===== config.mk =====
export PLATFORM = sky130hd
export DESIGN_NAME = addsub_serial
export DESIGN_NICKNAME = d
export VERILOG_FILES = /design/src/rtl/addsub_serial.sv
export SDC_FILE = /design/constraint.sdc
export NUM_CORES = 1
export LEC_CHECK = 0
export ABC_AREA = 0
export CORE_MARGIN = 8
export CORE_UTILIZATION = 30
export CTS_CLUSTER_SIZE = 14
export DETAILED_ROUTE_END_ITERATION = 10
export SLEW_MARGIN = 20
export SYNTH_ARGS = -nofsm -noshare
export SYNTH_HDL_FRONTEND = slang
export SYNTH_SLANG_ARGS = --single-unit

===== constraint.sdc =====
create_clock -name clk -period 1.9 [get_ports clk]
set_input_delay 0.19 -clock clk [delete_from_list [all_inputs] [get_ports clk]]
set_output_delay 0.19 -clock clk [all_outputs]
set_load 0.01 [all_outputs]

===== src/rtl/addsub_serial.sv =====
`default_nettype none
// ============================================================================
//  Module      : addsub_serial
//  Description : Digit-serial adder/subtractor. Computes A+B or A-B over
//                WIDTH bits, DIGIT bits per clock, with a start/done
//                handshake and carry/overflow/zero/negative status flags.
//                Subtraction is performed as A + ~B + 1.
//  Revision    : 1.0 - initial release
// ============================================================================
module addsub_serial #(
    parameter int WIDTH = 8,
    parameter int DIGIT = 1
) (
    input  logic             clk,
    input  logic             rst_n,
    input  logic             start,
    input  logic             mode,
    input  logic [WIDTH-1:0] a,
    input  logic [WIDTH-1:0] b,
    output logic             busy,
    output logic             done,
    output logic [WIDTH-1:0] result,
    output logic             carry,
    output logic             overflow,
    output logic             zero,
    output logic             negative
);

    localparam int N     = WIDTH / DIGIT;
    localparam int CNT_W = (N > 1) ? $clog2(N) : 1;
    localparam logic [CNT_W-1:0] C_LAST = CNT_W'(N - 1);

    typedef enum logic [1:0] {
        ST_IDLE = 2'd0,
        ST_RUN  = 2'd1,
        ST_DONE = 2'd2
    } state_t;

    state_t             state_q, state_d;
    logic [WIDTH-1:0]   a_q, a_d;
    logic [WIDTH-1:0]   b_q, b_d;
    logic [WIDTH-1:0]   acc_q, acc_d;
    logic               cin_q, cin_d;
    logic [CNT_W-1:0]   cnt_q, cnt_d;
    logic [WIDTH-1:0]   result_q, result_d;
    logic               carry_q, carry_d;
    logic               overflow_q, overflow_d;
    logic               zero_q, zero_d;
    logic               negative_q, negative_d;

    logic [DIGIT:0]     w_dsum;
    logic               w_msb_cin;
    logic [WIDTH-1:0]   w_acc_shift;
    logic [WIDTH-1:0]   w_a_shift;
    logic [WIDTH-1:0]   w_b_shift;

    // Digit adder: low DIGIT bits of both operands plus the running carry.
    always_comb begin
        w_dsum = {1'b0, a_q[DIGIT-1:0]} + {1'b0, b_q[DIGIT-1:0]}
               + {{DIGIT{1'b0}}, cin_q};
        // Carry into the top bit of this digit, recovered from its sum bit.
        // On the last compute cycle this is the carry into the result MSB.
        w_msb_cin = a_q[DIGIT-1] ^ b_q[DIGIT-1] ^ w_dsum[DIGIT-1];
    end

    // Operand and partial-result shifting; a full-width digit needs no shift.
    generate
        if (DIGIT == WIDTH) begin : g_single_digit
            assign w_acc_shift = w_dsum[DIGIT-1:0];
            assign w_a_shift   = '0;
            assign w_b_shift   = '0;
        end else begin : g_multi_digit
            assign w_acc_shift = {w_dsum[DIGIT-1:0], acc_q[WIDTH-1:DIGIT]};
            assign w_a_shift   = {{DIGIT{1'b0}}, a_q[WIDTH-1:DIGIT]};
            assign w_b_shift   = {{DIGIT{1'b0}}, b_q[WIDTH-1:DIGIT]};
        end
    endgenerate

    // Next-state and datapath control; everything holds unless updated.
    always_comb begin
        state_d    = state_q;
        a_d        = a_q;
        b_d        = b_q;
        acc_d      = acc_q;
        cin_d      = cin_q;
        cnt_d      = cnt_q;
        result_d   = result_q;
        carry_d    = carry_q;
        overflow_d = overflow_q;
        zero_d     = zero_q;
        negative_d = negative_q;

        case (state_q)
            ST_IDLE: begin
                if (start) begin
                    a_d     = a;
                    b_d     = mode ? ~b : b;
                    cin_d   = mode;     // the +1 of two's-complement negation
                    cnt_d   = '0;
                    acc_d   = '0;
                    state_d = ST_RUN;
                end
            end
            ST_RUN: begin
                a_d   = w_a_shift;
                b_d   = w_b_shift;
                acc_d = w_acc_shift;
                cin_d = w_dsum[DIGIT];
                cnt_d = cnt_q + 1'b1;
                if (cnt_q == C_LAST) begin
                    cnt_d      = '0;
                    state_d    = ST_DONE;
                    result_d   = w_acc_shift;
                    carry_d    = w_dsum[DIGIT];
                    overflow_d = w_dsum[DIGIT] ^ w_msb_cin;
                    zero_d     = (w_acc_shift == '0);
                    negative_d = w_acc_shift[WIDTH-1];
                end
            end
            ST_DONE: begin
                state_d = ST_IDLE;
            end
            default: begin
                state_d = ST_IDLE;
            end
        endcase
    end

    // State and datapath registers, cleared asynchronously by reset.
    always_ff @(posedge clk or negedge rst_n) begin
        if (!rst_n) begin
            state_q    <= ST_IDLE;
            a_q        <= '0;
            b_q        <= '0;
            acc_q      <= '0;
            cin_q      <= 1'b0;
            cnt_q      <= '0;
            result_q   <= '0;
            carry_q    <= 1'b0;
            overflow_q <= 1'b0;
            zero_q     <= 1'b0;
            negative_q <= 1'b0;
        end else begin
            state_q    <= state_d;
            a_q        <= a_d;
            b_q        <= b_d;
            acc_q      <= acc_d;
            cin_q      <= cin_d;
            cnt_q      <= cnt_d;
            result_q   <= result_d;
            carry_q    <= carry_d;
            overflow_q <= overflow_d;
            zero_q     <= zero_d;
            negative_q <= negative_d;
        end
    end

    // Outputs come straight from registers; no input-to-output path.
    always_comb begin
        busy     = (state_q != ST_IDLE);
        done     = (state_q == ST_DONE);
        result   = result_q;
        carry    = carry_q;
        overflow = overflow_q;
        zero     = zero_q;
        negative = negative_q;
    end

endmodule
`default_nettype wire


==> impl_metrics.py, run 1 <==
metrics = {
    "synthesis": {
        "synth_area_leaders": "dfrtp_1 (53%), o21ai_0 (5.3%), nand2_1 (4.4%)",
        "synth.top_cells.by_count": "dfrtp_1 (40), nand2_1 (22), o21ai_0 (20), a21oi_1 (11)",
        "yosysTopAreaCell": "dfrtp_1",
        "synth-async-reset-ratio_pct": 100,
        "synth_seq_cells": 40,
        "synth_area_sq_um": 1880,
        "avgSynthCellArea_sq_um": 11.3,
        "synthDominantCellAreaShare_pct": 53.2,
        "syn_nets": 190,
        "synth_seq_area_share_pct": 53.2,
        "synthCells": 167,
        "synthFlopType": "dfrtp_1",
        "yosys_warnings": 0,
        "synth_most_common_cell": "dfrtp_1",
        "synthDistinctLibCells": 26,
        "synth-edff-count": 0,
    },
    "routing": {
        "maxUsedRoutingLayer": "met4",
        "m1WireLength_um": 1930,
        "met2WireLength_um": 1600,
        "ant_nets": 0,
        "vias_per_cell": 4.71,
        "wl_um": 3840,
        "first_pass_iters": 4,
        "via_count": 1324,
        "drc": 0,
        "routedWlPerCell_um": 13.7,
        "route.met3.wl_um": 276,
        "detail_route.iter0.violations": 75,
    },
    "run_status": {
        "outcome": "finished, final reports clean",
    },
    "sta": {
        "slew-limit-headroom_pct": 61.4,
        "final-setup-viol-count": 0,
        "post-route-min-period_ns": 1.74,
        "clock_skew_ns": 0.00576,
        "max_slew.worst_pin.slew_ns": 0.577,
        "rsz0062_at_grt": "no",
        "timing.fmax_mhz": 575,
        "slew_viol_final": 0,
        "fin_hold_ws_ns": 0.484,
        "fin_crit_sh_pct": 91.5,
        "finalSetupTns_ns": 0,
        "hold_viol_final": 0,
    },
    "worst_setup_path": {
        "r2r-end": "zero",
        "critPathCaptureType": "output port",
        "reg2regPathDepth": 4,
        "crit_arrival_ns": 1.55,
        "required_ns": 1.71,
        "reg2reg_from": "a_q[0]",
        "startpoint_type": "register",
        "crit_type": "reg -> out",
        "path_max_fanout": 8,
        "r2r_setup_slack_ns": 0.30,
    },
    "min_path": {
        "hold_path_class": "in -> async",
    },
    "floorplan": {
        "initial_core_util_pct": 30.3,
        "design.core.area_sq_um": 6200,
        "die_y_um": 95.2,
        "num_rows": 29,
        "die_area_sq_um": 9070,
        "dieWidth_um": 95.2,
        "io_pins": 34,
    },
    "place": {
        "port_buffers": 33,
        "routabilityCongestion": 0.728,
        "hpwlAfterDp_um": 2730,
        "placed_area_sq_um": 2280,
        "numPlacedInstances": 272,
    },
    "cts": {
        "clk_latency_ns": 0.28,
        "numCtsBuffers": 5,
        "cts_setup_buffers": 0,
        "cts_tree": "yes",
        "htreeDepth": 2,
        "root_buffer": "clkbuf_8",
        "cts_buffer_depth": 2,
        "cts.clk_slew.worst_paths_ns": 0.08,
        "clock_sinks": 40,
    },
    "job": {
        "max_cap_viol_count": 0,
    },
    "cells_and_area": {
        "drive_above_1_share_pct": 13.7,
        "post-route-cell-area_sq_um": 2400,
        "utilization_pct": 38.7,
        "final_cell_count_no_fill": 281,
        "area_growth_pct": 27.6,
        "nNetsFinal": 226,
        "n_antenna_cell": 0,
    },
    "power_and_ir_drop": {
        "p_leak_uw": 0.00110,
        "p_per_area_nw_per_um2": 1440,
        "irDropWorstVdd_mv": 0.836,
    },
    "global_route": {
        "grt_max_degree": 41,
        "grt_overflow": 0,
        "grt_pass1_vias": 1355,
        "grt_pass1_wl_um": 6530,
        "grt_usage_pct": 9.08,
        "antenna_found_initial": 0,
    },
}
cell usage in the layout (no fill, tap or decap), drive strengths merged, types with 2 or more instances in the layout:
master,count
nand2,22
clkdlybuf4s50,32
and3b,8
clkbuf,6
xor2,8
a22oi,7
mux2,9
dfrtp,40
inv,2
xnor2,3
nor2b,5
o21ai,20
a22o,8
a21oi,11
ha,2
nor4,2
buf,9
registers in the layout, summed over array words and instances (netlist names), 2 cells and up:
name     count
a_q          8
b_q          8
result       8
acc_q        7
cnt_q        3
state_q      2
cells by family after synthesis:
group | after synthesis | synth area share (%)
flip-flops | 40 | 53.2
adder cells (fa/ha/maj) | 3 | 2.39
multiplexers | 9 | 6.38
XOR/XNOR | 11 | 5.12
AO/OA/AOI/OAI | 48 | 15.9
AND/OR/NAND/NOR | 41 | 12.4
buffers and inverters | 15 | 4.65
critical path, cell delays in order (launching register included):
cell and delay (ns):
dfrtp_1 0.46, or2_2 0.32, clkdlybuf4s50_1 0.48
stage by stage:
step,power (uW),worst slack (ns)
final,3470,0.161
after floorplan,2350,0.435
after detailed placement,2830,0.151
after global placement,2780,0.234
after global routing,3730,0.0635
after CTS,3510,0.143
report_power, final:
part	internal [uW]	leakage [uW]	total, uW	switching, uW
logic	757	0.000528	1350	591
registers	1190	0.000522	1440	251
clock network	390	0.0000552	679	289
layout make-up:
| class | instances | area, sq um |
|---|---|---|
| Clock inverter | 2 | 35.0 |
| Inverter | 2 | 7.51 |
| Multi-Input combinational cell | 112 | 795 |
| Tap cell | 77 | 96.3 |
| Fill cell | 599 | 3800 |
| Clock buffer | 6 | 72.6 |
| Sequential cell | 40 | 1000 |
| Timing Repair Buffer | 42 | 395 |
how the worst max path moves through the flow:
stage	slack, ns	to	from
after floorplan	0.44	overflow	a_q[0]
after global placement	0.23	b_q[4]	start
after detailed placement	0.15	b_q[6]	start
after CTS	0.14	busy	state_q[1]
after global routing	0.06	busy	state_q[1]
final	0.16	busy	state_q[1]
per-layer routing:
layer / track usage, % / up-vias
li1: - / 654
met1: 11.9 / 630
met2: 13.8 / 35
met3: 2.83 / 5
met4: 3.12 / 0
met5: 0 / -
what timing repair did:
action | CTS | global route
hold endpoints to repair | 40 | 0
gates resized for setup | 0 | 0
hold buffers | 1 | 0
No activity file was read; power rests on OpenSTA's default activity.
==> run 2, diff against run 1 <==
--- a/config.mk
+++ b/config.mk
@@ -5,7 +5,6 @@
 export SDC_FILE = /design/constraint.sdc
 export NUM_CORES = 1
 export LEC_CHECK = 0
-export ABC_AREA = 0
 export CORE_MARGIN = 8
 export CORE_UTILIZATION = 30
 export CTS_CLUSTER_SIZE = 14
==> constraint.sdc (replaced) <==
create_clock -name clk -period 2.2 [get_ports clk]
set_input_delay 0.22 -clock clk [delete_from_list [all_inputs] [get_ports clk]]
set_output_delay 0.22 -clock clk [all_outputs]
set_load 0.01 [all_outputs]
==> impl_metrics.py, run 2 (synthesized netlist as in run 1, its figures left out) <==
metrics = {
    "cts": {
        "root_buffer": "clkbuf_8",
        "cts_buffer_depth": 2,
        "htreeDepth": 2,
        "cts_setup_buffers": 0,
        "cts_hold_buf": 0,
        "cts_tree": "yes",
        "numCtsBuffers": 5,
        "clock_sinks": 40,
        "clk_latency_ns": 0.29,
        "cts.clk_slew.worst_paths_ns": 0.07,
        "cts_resized": 0,
    },
    "routing": {
        "via_count": 1308,
        "vias_per_cell": 4.74,
        "first_pass_iters": 4,
        "detail_route.iter0.violations": 42,
        "ant_nets": 0,
        "routedWlPerCell_um": 13.8,
        "wl_um": 3820,
        "drc": 0,
    },
    "worst_setup_path": {
        "path_max_fanout": 11,
        "reg2regPathDepth": 4,
        "cp_cell_sequence": "or2_2 > clkdlybuf4s50_1",
        "r2r-end": "b_q[4]",
        "critPathCaptureType": "output port",
        "crit_type": "reg -> out",
        "reg2reg_from": "state_q[0]",
        "cpPeakStageDelay_ns": 0.53,
        "required_ns": 1.98,
        "r2r_setup_slack_ns": 0.55,
        "crit_arrival_ns": 1.64,
        "cp_slowest_cell": "dfrtp_1",
        "startpoint_type": "register",
    },
    "global_route": {
        "antenna_found_initial": 0,
        "grt_max_degree": 41,
        "grt_usage_pct": 9.19,
        "grt_overflow": 0,
        "grt_pass1_wl_um": 6470,
        "grt_pass1_vias": 1359,
    },
    "floorplan": {
        "dieWidth_um": 95.2,
        "initial_core_util_pct": 30.3,
        "design.core.area_sq_um": 6200,
        "io_pins": 34,
        "die_area_sq_um": 9070,
        "die_y_um": 95.2,
        "num_rows": 29,
    },
    "sta": {
        "rsz0062_at_grt": "no",
        "finalSetupTns_ns": 0,
        "fin_crit_sh_pct": 84.7,
        "slew_viol_final": 0,
        "max_slew.worst_pin.slew_ns": 0.878,
        "final-setup-viol-count": 0,
        "hold_viol_final": 0,
        "clock_skew_ns": 0.00295,
        "slew-limit-headroom_pct": 41.5,
        "timing.fmax_mhz": 536,
        "post-route-min-period_ns": 1.86,
    },
    "place": {
        "placed_area_sq_um": 2270,
        "routabilityCongestion": 0.702,
        "hpwlAfterDp_um": 2690,
        "port_buffers": 33,
    },
    "cells_and_area": {
        "multi_input_area_sq_um": 795,
        "utilization_pct": 38.0,
        "fillers": 606,
        "post-route-cell-area_sq_um": 2360,
        "drive_above_1_share_pct": 11.6,
        "ff_latch_area_sq_um": 1000,
        "n_antenna_cell": 0,
        "area_growth_pct": 25.2,
        "final_cell_mix": "dfrtp_1 (40), clkdlybuf4s50_1 (32), nand2_1 (22)",
        "nNetsFinal": 221,
        "final_common_cell": "dfrtp_1",
    },
    "min_path": {
        "hold_path_class": "in -> async",
    },
    "power_and_ir_drop": {
        "p_per_area_nw_per_um2": 1230,
        "irDropWorstVdd_mv": 0.567,
        "p_leak_uw": 0.00107,
    },
    "run_status": {
        "outcome": "finished, final reports clean",
    },
    "job": {
        "max_cap_viol_count": 0,
    },
}
-- run 2: changes by cell type in the layout (fill, tap and decap cells not counted), sizes merged --
cell / delta
clkinv: -1
bufinv: -1
dlygate4sd3: -1
buf: -4
clkbuf: +2
-- run 2: area by class of cell --
cell class | count | area share, %
flip-flops and latches | 40 | 42.5
multi-input cells | 112 | 33.7
repair buffers | 37 | 15.6
well taps | 77 | 4.09
clock buffers | 8 | 3.82
inverters | 2 | 0.318
-- run 2: layer usage --
metal | up-vias | global-route usage [%] | part of all wire, %
li1 | 645 | - | -
met1 | 624 | 12.1 | 48
met2 | 31 | 13.6 | 44
met3 | 8 | 2.91 | 6.8
met4 | 0 | 3.90 | 1.5
met5 | - | 0 | 0
-- run 2: worst max path at each step --
stage	slack [ns]	endpoint	start
floorplan	0.74	overflow	a_q[0]
global placement	0.37	b_q[0]	start
detailed placement	0.30	b_q[4]	start
CTS	0.32	busy	state_q[0]
global route	0.26	busy	state_q[0]
finish	0.34	busy	state_q[0]
-- run 2: where the power goes --
| part | total (uW) | leakage, uW | internal [uW] | switching (uW) |
|---|---|---|---|---|
| combinational | 1130 | 0.000508 | 649 | 484 |
| sequential | 1260 | 0.000522 | 1030 | 234 |
| clock | 495 | 0.0000455 | 256 | 240 |
-- run 2: critical path, delay by kind of cell, from the launching register on --
family	cells	cell delay, ns
and+or+nand+nor	1	0.34
DFF	1	0.53
buffers and inverters	1	0.48
-- run 2: metrics by stage --
step	setup slack (ns)	cells	total power, uW	hold slack, ns
floorplan	0.735	167	2030	-0.0756
global route	0.261	276	3140	0.120
detailed placement	0.301	268	2440	0.395
CTS	0.316	276	2940	0.0886
finish	0.336	276	2890	0.0387
global placement	0.374	268	2400	0.389
